## src/rtl/ring_sequence_monitor.sv

```systemverilog
// Health monitor for a one-hot rotating ring counter: one-hot check, rotation check, lock FSM and revolution count.
// Latency 1 cycle, all outputs registered; no backpressure (en=0 holds state). Optional error counter: RING_SEQ_MON_ERRCNT_EN.
module ring_sequence_monitor #(
    parameter int unsigned WIDTH      = 4,
    parameter int unsigned LOCK_COUNT = 4,
    parameter int unsigned REV_W      = 16
) (
    input  logic                     clk,
    input  logic                     rst_n,
    input  logic                     en,
    input  logic [WIDTH-1:0]         ring_in,
    input  logic                     clr,
    output logic [$clog2(WIDTH)-1:0] phase,
    output logic                     locked,
    output logic                     err_onehot,
    output logic                     err_seq,
    output logic                     err_sticky,
    output logic                     rev_tick,
    output logic [REV_W-1:0]         rev_count,
    output logic [7:0]               err_count
);
    localparam int unsigned IW = $clog2(WIDTH);
    localparam int unsigned GW = $clog2(LOCK_COUNT + 1);

    typedef enum logic [1:0] {SEARCH, ACQUIRE, LOCKED} state_t;

    state_t           state, state_nxt;
    logic [WIDTH-1:0] prev, prev_nxt;
    logic [IW-1:0]    phase_nxt, idx;
    logic [GW-1:0]    good_cnt, good_nxt;
    logic             eo_nxt, es_nxt, tick_nxt, is_onehot, is_valid;
    logic [REV_W-1:0] rev_nxt;
    logic             sticky_nxt;

    always_comb begin
        is_onehot = (ring_in != '0) && ((ring_in & (ring_in - WIDTH'(1))) == '0);
        is_valid  = (ring_in == {prev[WIDTH-2:0], prev[WIDTH-1]});
        idx = '0;
        for (int i = 0; i < WIDTH; i++) begin
            if (ring_in[i]) idx = IW'(i);
        end
    end

    always_comb begin
        state_nxt = state;
        prev_nxt  = prev;
        phase_nxt = phase;
        good_nxt  = good_cnt;
        eo_nxt    = 1'b0;
        es_nxt    = 1'b0;
        tick_nxt  = 1'b0;
        if (en) begin
            if (state == SEARCH) begin
                if (is_onehot) begin
                    prev_nxt  = ring_in;
                    phase_nxt = idx;
                    good_nxt  = '0;
                    state_nxt = ACQUIRE;
                end else begin
                    eo_nxt = 1'b1;
                end
            end else if (!is_onehot) begin
                // Keep the last good reference so phase stays meaningful while searching.
                eo_nxt    = 1'b1;
                state_nxt = SEARCH;
                good_nxt  = '0;
            end else if (!is_valid) begin
                es_nxt    = 1'b1;
                prev_nxt  = ring_in;
                phase_nxt = idx;
                good_nxt  = '0;
                state_nxt = ACQUIRE;
            end else begin
                prev_nxt  = ring_in;
                phase_nxt = idx;
                if (state == LOCKED) begin
                    tick_nxt = (idx == '0);
                end else begin
                    good_nxt = good_cnt + GW'(1);
                    if (good_cnt + GW'(1) == GW'(LOCK_COUNT)) state_nxt = LOCKED;
                end
            end
        end
    end

    // clr takes effect first so same-cycle events still register.
    always_comb begin
        rev_nxt    = (clr ? '0 : rev_count) + REV_W'(tick_nxt);
        sticky_nxt = (clr ? 1'b0 : err_sticky) | eo_nxt | es_nxt;
    end

    always_ff @(posedge clk or negedge rst_n) begin
        if (!rst_n) begin
            state      <= SEARCH;
            prev       <= '0;
            phase      <= '0;
            good_cnt   <= '0;
            err_onehot <= 1'b0;
            err_seq    <= 1'b0;
            rev_tick   <= 1'b0;
            rev_count  <= '0;
            err_sticky <= 1'b0;
        end else begin
            state      <= state_nxt;
            prev       <= prev_nxt;
            phase      <= phase_nxt;
            good_cnt   <= good_nxt;
            err_onehot <= eo_nxt;
            err_seq    <= es_nxt;
            rev_tick   <= tick_nxt;
            rev_count  <= rev_nxt;
            err_sticky <= sticky_nxt;
        end
    end

    assign locked = (state == LOCKED);

`ifdef RING_SEQ_MON_ERRCNT_EN
    logic [7:0] ec_base;

    always_comb begin
        ec_base = clr ? 8'd0 : err_count;
    end

    always_ff @(posedge clk or negedge rst_n) begin
        if (!rst_n) begin
            err_count <= 8'd0;
        end else if ((eo_nxt || es_nxt) && ec_base != 8'hFF) begin
            err_count <= ec_base + 8'd1;
        end else begin
            err_count <= ec_base;
        end
    end
`else
    assign err_count = 8'd0;
`endif

endmodule

```

## config.mk

```make
export PLATFORM = sky130hd
export DESIGN_NAME = ring_sequence_monitor
export DESIGN_NICKNAME = d
export VERILOG_FILES = /design/src/rtl/ring_sequence_monitor.sv
export SDC_FILE = /design/constraint.sdc
export NUM_CORES = 1
export LEC_CHECK = 0
export BUFFER_PORTS_ARGS = -buffer_cell sky130_fd_sc_hd__buf_2
export CAP_MARGIN = 20
export CORE_UTILIZATION = 45
export CTS_CLUSTER_DIAMETER = 150
export DETAILED_ROUTE_END_ITERATION = 16
export GPL_ROUTABILITY_DRIVEN = 0
export PLACE_DENSITY = 0.72
export RECOVER_POWER = 50
export SETUP_SLACK_MARGIN = 0.05
export SYNTH_ARGS = -nofsm -noshare
export SYNTH_HDL_FRONTEND = slang
export SYNTH_SLANG_ARGS = --single-unit
```

## constraint.sdc

```tcl
create_clock -name clk -period 2.5 [get_ports clk]
set_input_delay 0.125 -clock clk [delete_from_list [all_inputs] [get_ports clk]]
set_output_delay 0.125 -clock clk [all_outputs]
set_load 0.03 [all_outputs]
```

======== Word-level counts from Yosys, hierarchy flattened ========
Index checks and enable logic that the tools add are counted.
storage, ports and cells
  register bits after elaboration ......... 31
  output and inout bits ................... 31
operators by class
  add/subtract/negate cells ............... 3
  equal/unequal tests ..................... 6
  muxes and demuxes ....................... 27
  bitwise operators ....................... 3
  reductions and logical operators ........ 8
operators by type and width
  kind                                               number
  adder 16 x 1 -> 16 bit                             1
  2-to-1 mux 16 bit                                  1
  2-to-1 mux 2 bit                                   8
  2-to-1 mux 3 bit                                   5
  2-to-1 mux 1 bit                                   13
  AND 4 bit                                          1
  equality test 4 bit                                1
  zero test 2 bit                                    2
  zero test 4 bit                                    1
  != test 4 x 2 -> 1 bit (second input constant)     1
  != test 4 x 3 -> 1 bit (second input constant)     1
  AND reduction 4 bit                                1
  nonzero test 4 bit                                 1
  subtractor 4 x 1 -> 4 bit (second input constant)  1
  adder 3 x 1 -> 3 bit (second input constant)       1
  equality test 3 bit (second input constant)        1
  AND reduction 3 bit                                1
  equality test 2 bit (second input constant)        1
  != test 2 bit (second input constant)              1
  bitwise OR 1 bit                                   2
  AND reduction 2 bit                                1
  logical AND 1 bit                                  1

======== Depth between registers and ports, before layout ========
Gate-level depths: netlist of run 1.
  depth in word-level cells ............... 10
  depth in mapped cells ................... 12
  mapped depth without buffers ............ 11

======== Worst setup path before layout of run 1 ========
Ideal clock, no wire load.
  kind .................................... flip-flop to flip-flop
  start point ............................. register prev[0]
  end point ............................... register rev_count[14]
  setup time .............................. 0.132 ns
  arrival time ............................ 2.494 ns
  path slack .............................. -0.125 ns
  stages on the path, launching flop included .. 12
  buffers on the path ..................... 0
  period minus slack after synthesis ...... 2.625 ns
  path through ............................ dfrtp_1 > xor2_1 > nor4_2 > nand2_1 > nor3_1 > ha_1 > ha_1 > and3_1 > and4_1 > and3_1 > xnor2_1 > nor2_1
between the ends
  longest elaborated chain between the ends .. 6
ends and longest elaborated chain
  element                   line  source
  start: declaration        28    logic [WIDTH-1:0] prev, prev_nxt;
  start signal: assignment  105   prev <= prev_nxt;
  equality test 4 bit       37    is_valid = (ring_in == {prev[WIDTH-2:0], prev[WIDTH-1]});
  2-to-1 mux 1 bit          67    end else if (!is_valid) begin
  2-to-1 mux 1 bit          62    end else if (!is_onehot) begin
  2-to-1 mux 1 bit          53    if (state == SEARCH) begin
  2-to-1 mux 1 bit          52    if (en) begin
  net tick_nxt              31    logic eo_nxt, es_nxt, tick_nxt, is_onehot, is_valid;
  adder 16 x 1 -> 16 bit    88    rev_nxt = (clr ? '0 : rev_count) + REV_W'(tick_nxt);
  net rev_nxt[14]           32    logic [REV_W-1:0] rev_nxt;
  end signal: assignment    111   rev_count <= rev_nxt;
  end: declaration          19    output logic [REV_W-1:0] rev_count,
The timed path passes the listed nets, and every way through them passes these cells.
A chain may end at the register's enable or synchronous reset.

======== Final worst setup path of run 1 ========
Ends and elaborated chain as after synthesis.

==> results.yml, run 1 <==
run_status:
  status: "complete, but fails checks"
  violations: "max-capacitance violations, max-slew violations"
critical_path:
  crit_cells: 11
  criticalPathCategory: "register to register"
  cp.arrival_ps: 2600
  worst_r2r_path_depth: 11
  critPathTopFamily: "simple AND/OR/NAND/NOR gates"
  cp_cell_sequence: "xor2_1 -> nor4_4 -> nand2_2 -> nor3_4 -> ha_4 -> ha_4 -> and3_4 -> and4_4 -> and3_4 -> xnor2_1 -> nor2_1"
  start_kind: "register"
  rr_startpoint: "prev[0]"
  endpoint: "rev_count[14]"
  slowest_delay_ps: 400
  cp_max_fo: 4
  cp_num_buf_inv: 0
  crit_slowest_cell: "dfrtp_1"
  required_ps: 2720
  r2r_end: "rev_count[14]"
  cp-startpoint: "prev[0]"
  rrSetupSlack_ps: 120
  endpoint_kind: "register"
synth:
  synth-seq-cells: 31
  synth_top_flop_cell: "dfrtp_1"
  synth_edf_count: 0
  synthCells: 152
  synth.distinct_cells: 39
  async_reset_ff_frac: 1.00
  syn_area_um2: 1630
  ys_seq_area_frac: 0.477
  yosysWarningCount: 0
  avgSynthCellArea_um2: 10.7
timing:
  setup_viol: 0
  drv_slew: 32
  max_freq_mhz: 421
  fin_crit_ps: 2380
  tightestPinTransition_ps: 1660
  hold_viol_final: 0
  rsz0062_at_grt: "yes"
  skew_ps: 6.10
  final.period_utilization: 0.950
  slew_headroom: -0.106
floorplan:
  io_pins: 39
  rows: 21
  core_area_um2: 3390
  fp.dieW_um: 62.1
  start_util: 0.480
  die_h_um: 62.1
  dieArea_um2: 3860
drt:
  ant_nets: 0
  via_count: 1192
  firstDrtPassIters: 4
  drc_errors: 0
  routedWlPerCell_um: 13.0
  avgViaCountPerCell: 5.07
  drt_iter0_drc: 34
  wl_mm: 3.07
power_and_ir_drop:
  p_int_mw: 0.719
  ir_worst_vdd_uv: 314
  pwr_density_cell_nw_per_um2: 537
  power_mw: 1.04
  p_clk_frac: 0.293
  p_switching_mw: 0.317
  seqPwrFrac: 0.535
  swShare: 0.306
  leakage_nw: 0.943
  p_comb_frac: 0.172
cells_and_area:
  multi_input_area_um2: 850
  syn2layout_area_growth_pct: 18.8
  nFillCells: 311
  drive_gt1_frac: 0.233
  num_antenna_cells: 0
  regArea_um2: 776
  final_util: 0.570
  nNetsFinal: 201
clock_network:
  cts_buffers: 5
  clockBufferDepth: 2
  cts_tree: "built"
  htree_levels: 2
  post_cts_buffers: 0
  cts_sinks: 31
  root_buffer: "clkbuf_4"
  clkTransAtPathRegs_ps: 100
  clk_latency_ps: 340
grt:
  first_global_vias: 1167
  overflow: 0
  antenna_found_initial: 0
  grt_pass1_wl_mm: 5.44
  grt.total_usage: 0.179
  grt_max_degree: 32
place:
  dp_hpwl_mm: 2.19
  numPortBuffers: 30
min_path:
  hold_path.class: "input pin to register"
  min-delay-start: "en"
flow_run:
  maxCapViolations: 1
cells by family after synthesis:
| family | synth area share |
|---|---|
| compound gates | 0.0793 |
| xor+xnor | 0.108 |
| fa+ha+maj | 0.0308 |
| buf+inv | 0.0585 |
| flops | 0.477 |
| mux | 0.0277 |
| other cells | 0.00231 |
| simple gates | 0.216 |
synth_stat cells, drive strengths merged (4+ instances only):
cell | number | area share
dfrtp | 31 | 0.48
o21ai | 7 | 0.024
buf | 10 | 0.045
nor2b | 6 | 0.023
nor3 | 4 | 0.015
nor2 | 13 | 0.030
xnor2 | 8 | 0.043
inv | 4 | 0.0092
nand2 | 13 | 0.035
xor2 | 12 | 0.065
mux2 | 4 | 0.028
nand3 | 5 | 0.015
ha | 4 | 0.031
area by class of cell:
type / instances / area share
multi-input combinational: 112 / 0.440
sequential: 31 / 0.402
timing repair buffer: 35 / 0.0914
tap: 46 / 0.0298
clock buffer: 6 / 0.0266
inverter: 4 / 0.00778
clock inverter: 1 / 0.00259
how the worst min path moves through the flow:
stage	endpoint	slack, ps	cells after the start
floorplan	err_onehot	-170	0
global placement	prev[1]	200	1
detailed placement	prev[1]	210	1
CTS	prev[1]	60	2
global route	state[0]	70	2
finish	state[0]	60	2
power groups by stage:
stage / sequential [mW] / clock, mW / combinational [mW]
2_1_floorplan: 0.585 / 0 / 0.113
3_3_place_gp: 0.563 / 0 / 0.177
3_5_place_dp: 0.564 / 0 / 0.182
4_1_cts: 0.554 / 0.307 / 0.183
5_1_grt: 0.559 / 0.325 / 0.193
6_report: 0.554 / 0.304 / 0.178
placed cells by master (no fill, tap or decap), types with 3 or more instances in the layout:
master and instances:
dfrtp_1 31, buf_2 19, nor2_1 13, xor2_1 12, nand2_1 11, clkbuf_1 11, xnor2_1 8, conb_1 8
nor2b_1 6, nand3_1 5, clkbuf_4 5, inv_1 4, o21ai_1 4, mux2_1 4, buf_4 4, nand4_1 3
through the flow:
step           setup TNS [ps]  cells  hold WS [ps]  setup WS (ps)  instance area [um^2]
2_1_floorplan               0    159          -171           40.9                  1710
3_3_place_gp                0    227           197           66.0                  1870
3_5_place_dp            -5.14    227           210          -5.14                  1870
4_1_cts                     0    235          57.9           76.8                  1940
5_1_grt                 -22.9    235          74.5          -22.9                  1930
6_report                    0    235          64.2            125                  1930
worst reg2reg max path: cells and delay by family (launching register included):
family,cells,cell delay (ps)
and+or+nand+nor,7,1260
xor gates and xnor gates,2,270
adders and majority gates,2,310
DFF,1,400
sequential cells by signal, indices dropped and copies added, names as in the netlist:
name and flops:
good_cnt 3, rev_tick 1, err_onehot 1, prev 4, err_seq 1, err_sticky 1
state 2, rev_count 16, phase 2
metal layers:
layer / track usage / vias up / part of all wire
li1: - / 581 / -
met1: 0.220 / 567 / 0.46
met2: 0.299 / 38 / 0.48
met3: 0.0478 / 6 / 0.048
met4: 0.0698 / 0 / 0.017
met5: 0 / - / 0
timing repair:
action / 4_1_cts / 5_1_grt
gates resized for setup: 1 / 1
endpoints found under the setup margin: 2 / 7
hold endpoints to repair: 31 / 0
pin swaps: 1 / 4
hold buffers: 1 / 0
Power figures use the tool's default switching activity.
==> run 2: changes to the inputs <==
- ABC_AREA: default -> 1
- PLACE_DENSITY: 0.72 -> 0.7
==> run 2 against run 1 <==
  * The flow still finishes with violations (max-capacitance violations, max-slew violations)
  * Via count is 23% higher
  * Sequential power grew 1%
  * Design area is 11% higher
  * Largest cell class unchanged
  * Largest power group unchanged
==> results.yml, run 2 <==
clock_network:
  clockBufferDepth: 2
  cts_tree: "built"
  htree_levels: 2
  cts_sinks: 31
  cts_buffers: 5
  root_buffer: "clkbuf_8"
  clkTransAtPathRegs_ps: 60
  clk_latency_ps: 280
power_and_ir_drop:
  power_mw: 1.19
  ir_worst_vdd_uv: 366
  pwr_density_cell_nw_per_um2: 555
  leakage_nw: 1.08
cells_and_area:
  syn2layout_area_growth_pct: 15.5
  num_antenna_cells: 0
  layout_commonest_cell: "nand2_1"
  drive_gt1_frac: 0.228
  reg_top3: "rev_count (16), prev (4), good_cnt (3)"
  nFillCells: 375
  largest_reg_flops: 16
  nNetsFinal: 279
  regMostFlops: "rev_count"
  final_cell_mix: "64 x nand2_1, 31 x dfrtp_1, 25 x inv_1"
  final_cell_area_um2: 2140
synth:
  synth-seq-cells: 31
  synth_top_flop_cell: "dfrtp_1"
  synth.distinct_cells: 30
  synthTopCellsByArea: "dfrtp_1 42%, nand2_1 13%, inv_1 4.9%"
  async_reset_ff_frac: 1.00
  synthCells: 229
  synth_edf_count: 0
  avgSynthCellArea_um2: 8.09
  yosysWarningCount: 0
  syn_area_um2: 1850
  synth_common_cells: "64 x nand2_1, 31 x dfrtp_1, 24 x inv_1"
  yosysMostFrequentCell: "nand2_1"
  ys_seq_area_frac: 0.419
  synth_top_area_frac: 0.419
  synth.largest_area_cell: "dfrtp_1"
timing:
  hold_viol_final: 0
  fin_hold_ws_ps: 102
  tightestPinTransition_ps: 1710
  rsz0062_at_grt: "yes"
  skew_ps: 3.16
  fin_tns_setup_ps: 0
  max_freq_mhz: 434
  fin_crit_ps: 2300
  final.period_utilization: 0.921
  setup_viol: 0
  drv_slew: 32
  slew_headroom: -0.137
critical_path:
  cp_cell_sequence: "inv_1 -> nand2_1 -> nand2_1 -> nand3_1 -> nor2_2 -> nand3_2 -> nor3_4 -> ha_4 -> ha_4 -> nand2_2 -> nor2_4 -> nand2_1 -> nor2_2 -> nand3_2 -> xor2_1"
  start_kind: "register"
  rr_startpoint: "prev[0]"
  crit_top_cell: "nand2_1"
  cp.arrival_ps: 2480
  required_ps: 2670
  r2r_end: "rev_count[12]"
  cp_max_fo: 4
  criticalPathCategory: "register to register"
  critPathTopFamily: "simple AND/OR/NAND/NOR gates"
  crit_slowest_cell: "dfrtp_1"
  cp_num_buf_inv: 1
  endpoint_kind: "register"
  cp-startpoint: "prev[0]"
  crit_cells: 15
  worst_r2r_path_depth: 15
  endpoint: "rev_count[12]"
  rrSetupSlack_ps: 200
  slowest_delay_ps: 400
floorplan:
  start_util: 0.488
  dieArea_um2: 4380
  io_pins: 39
  core_area_um2: 3800
  fp.dieW_um: 66.2
  die_h_um: 66.2
  rows: 22
min_path:
  hold_path.class: "input pin to register"
place:
  dpl-instance-area_um2: 2010
  dp_hpwl_mm: 2.60
  numPortBuffers: 30
drt:
  wl_mm: 3.56
  drt_iter0_drc: 71
  ant_nets: 0
  avgViaCountPerCell: 4.66
  via_count: 1472
  drc_errors: 0
  firstDrtPassIters: 4
  routedWlPerCell_um: 11.3
grt:
  grt_max_degree: 32
  overflow: 0
  first_global_vias: 1371
  antenna_found_initial: 0
  grt_pass1_wl_mm: 5.99
  grt.total_usage: 0.186
run_status:
  violations: "max-capacitance violations, max-slew violations"
  status: "complete, but fails checks"
flow_run:
  maxCapViolations: 1
-- run 2: repair_timing --
item | in CTS | in global routing
endpoints found under the hold margin | 31 | 0
endpoints found under the setup margin | 0 | 7
resized for setup | 0 | 10
hold buffers | 1 | 0
setup buffers | 0 | 3
-- run 2: logic make-up (layout without fill, tap and decap cells) --
| logic type | count (synthesis) | count (layout) | share of synthesized area |
|---|---|---|---|
| XOR/XNOR | 10 | 10 | 0.0473 |
| flip-flops | 31 | 31 | 0.419 |
| AND/OR/NAND/NOR | 128 | 128 | 0.361 |
| AO/OA/AOI/OAI | 12 | 12 | 0.0338 |
| other | 1 | 8 | 0.00202 |
| adder cells (fa/ha/maj) | 4 | 4 | 0.0270 |
| buffers and inverters | 43 | 75 | 0.110 |
-- run 2: layer usage --
metal  routed length, um  part of all wire  global-route usage  vias up
li1                    -                 -                   -      760
met1                1610              0.45               0.227      667
met2                1710              0.48               0.307       37
met3                 177             0.050              0.0466        8
met4                  62             0.017              0.0798        0
met5                   0                 0                   0        -
-- run 2: cell type report --
class / instances / area [um^2] / share of cell area
multi-input combinational: 162 / 933 / 0.436
sequential: 31 / 776 / 0.362
timing repair buffer: 34 / 161 / 0.0754
inverter: 33 / 129 / 0.0602
clock buffer: 7 / 76.3 / 0.0357
tap: 48 / 60.1 / 0.0281
clock inverter: 1 / 5.00 / 0.00234
-- run 2: how the worst min path moves through the flow --
stage / startpoint / end / slack [ps] / cells past startpoint
floorplan: rst_n / err_onehot / -170 / 0
global placement: rst_n / rev_count[5] / 210 / 1
detailed placement: rst_n / rev_count[5] / 210 / 1
CTS: en / err_onehot / 110 / 3
global route: en / err_onehot / 120 / 3
finish: en / err_onehot / 100 / 3
-- run 2: power by group --
group          internal (mW)  total (mW)  switching, mW  leakage (nW)
clock network          0.195       0.381          0.186        0.0422
logic                 0.0647       0.245          0.180         0.622
registers              0.538       0.561         0.0232         0.416
total                  0.798        1.19          0.390          1.08
-- run 2: worst register-to-register path: stages, from the launching register on --
cell     delay (ps)
dfrtp_1         400
inv_1            80
nand2_1          50
nand2_1          50
nand3_1          80
nor2_2          140
nand3_2         140
nor3_4          250
ha_4            180
ha_4            130
nand2_2          80
nor2_4          120
nand2_1         100
nor2_2          170
nand3_2          80
xor2_1          140
-- run 2: stage by stage --
step	instances	setup WS [ps]	util
5_1_grt	316	1.78	0.564
6_report	316	198	0.564
2_1_floorplan	236	58.4	-
3_3_place_gp	304	180	0.530
4_1_cts	313	62.0	0.554
3_5_place_dp	304	77.1	0.530
==> run 3: changes to the inputs <==
- BUFFER_PORTS_ARGS: -buffer_cell sky130_fd_sc_hd__buf_2 -> default
- DONT_BUFFER_PORTS: default -> 1
- PLACE_DENSITY: 0.7 -> default
==> run 3 against run 2 <==
  * Worst setup slack improved by 30 ps
  * Combinational power is 15% lower
  * Register-to-register slack improved by 30 ps
  * Hold slack worse by 83 ps
  * Power rose by 7.4%
  * Clock-buffer cell count decreased by 1
  * Critical path depth is 1 higher
  * Clock skew up 5.7 ps
  * Die area unchanged
  * The flow still finishes with violations (max-capacitance violations, max-slew violations)
  * Largest power group unchanged
==> results.yml, run 3 (same netlist as run 2, synthesis figures left out) <==
power_and_ir_drop:
  ir_worst_vdd_uv: 642
  pwr_density_cell_nw_per_um2: 616
  leakage_nw: 1.04
cells_and_area:
  layout_commonest_cell: "nand2_1"
  syn2layout_area_growth_pct: 11.8
  drive_gt1_frac: 0.201
  regArea_um2: 776
  final_cell_area_um2: 2070
  nNetsFinal: 256
  largest_reg_flops: 16
  regMostFlops: "rev_count"
  final_cell_mix: "64 x nand2_1, 31 x dfrtp_1, 26 x inv_1"
  nFillCells: 369
  multi_input_area_um2: 913
  reg_top3: "rev_count (16), prev (4), good_cnt (3)"
  num_antenna_cells: 0
  fin_cells: 292
grt:
  busiest_layer: "met2"
  grt_pass1_wl_mm: 6.09
  grtUsageMet2: 0.349
  use_met1: 0.199
  antenna_found_initial: 0
  first_global_vias: 1417
  grt.total_usage: 0.188
  grt_max_degree: 32
  gr-usage-met3: 0.0534
  overflow: 0
critical_path:
  worst_r2r_path_depth: 16
  cp.arrival_ps: 2440
  r2r_end: "rev_count[12]"
  required_ps: 2670
  endpoint_kind: "register"
  rrSetupSlack_ps: 230
  rr_startpoint: "prev[2]"
  criticalPathCategory: "register to register"
  cp_max_fo: 3
  start_kind: "register"
clock_network:
  cts_tree: "built"
  clk_latency_ps: 280
  cts_sinks: 31
  cts_buffers: 5
  clockBufferDepth: 2
  htree_levels: 2
  root_buffer: "clkbuf_8"
  clkTransAtPathRegs_ps: 70
timing:
  fin_crit_ps: 2270
  hold_viol_final: 0
  final.period_utilization: 0.909
  fin_tns_setup_ps: 0
  setup_viol: 0
  slew_headroom: -0.0948
  skew_ps: 8.90
  rsz0062_at_grt: "no"
  max_freq_mhz: 440
  fin_hold_ws_ps: 18.7
  tightestPinTransition_ps: 1640
  drv_slew: 32
place:
  dpl-instance-area_um2: 1880
  dp_hpwl_mm: 2.63
  numPortBuffers: 0
  dp.cells: 276
drt:
  ant_nets: 0
  wl_mm: 3.60
  avgViaCountPerCell: 4.86
  drc_errors: 0
  via_count: 1418
  routedWlPerCell_um: 12.3
  drt_iter0_drc: 53
  firstDrtPassIters: 4
min_path:
  min-delay-start: "clr"
  hold_path.class: "input pin to register"
  hold-path-endpoint: "rev_count[7]"
  whs_path_depth: 2
floorplan:
  rows: 22
  start_util: 0.488
  die_h_um: 66.2
  core_area_um2: 3800
  io_pins: 39
  fp.dieW_um: 66.2
  dieArea_um2: 4380
flow_run:
  maxCapViolations: 1
run_status:
  status: "complete, but fails checks"
  violations: "max-capacitance violations, max-slew violations"
## run 3: layout make-up
type,instances,share of cell area
Inverter,33,0.0622
Clock buffer,6,0.0350
Clock inverter,1,0.0145
Timing Repair Buffer,11,0.0441
Tap cell,48,0.0290
Sequential cell,31,0.374
Multi-Input combinational cell,162,0.441
## run 3: repair_timing
action,CTS,global route
pin swaps,0,6
hold endpoints to repair,36,0
hold buffers,6,0
resized for setup,1,7
setup endpoints to repair,1,3
setup buffers,0,3
## run 3: report_power, final
part           internal (mW)  switching, mW  leakage, nW
Combinational         0.0668          0.141        0.569
Clock                  0.292          0.186       0.0513
Sequential             0.538         0.0523        0.416
## run 3: worst max-delay path: stages (launching register included)
cell and delay [ps]:
dfrtp_1 370, inv_1 50, nand2_1 50, nand2_1 60
inv_1 50, nand2_1 60, nor2_2 140, nand3_2 130
nor3_4 200, ha_2 200, ha_2 190, nand2_2 80
nor2_4 130, nand2_2 90, nor2_4 120, nand3_1 90
xor2_1 160
## run 3: worst max-delay path by stage
stage	start	to	slack (ps)	depth (start not counted)
final	prev[2]	rev_count[12]	230	16
after global routing	prev[0]	rev_count[12]	40	15
after CTS	prev[0]	rev_count[12]	120	15
after detailed placement	prev[0]	rev_count[12]	40	15
after global placement	prev[0]	rev_count[12]	180	15
after floorplan	state[0]	rev_count[12]	60	11
## run 3: metal layers
metal / up-vias / share of wire
li1: 716 / -
met1: 659 / 0.40
met2: 37 / 0.54
met3: 6 / 0.052
met4: 0 / 0.013
met5: - / 0
## run 3: through the flow
step           total power [mW]  setup WS [ps]  utilization
2_1_floorplan             0.769           58.4            -
3_3_place_gp              0.786            177        0.495
3_5_place_dp              0.786           43.5        0.495
4_1_cts                    1.29            118        0.542
5_1_grt                    1.34           44.9        0.545
6_report                   1.28            228        0.545
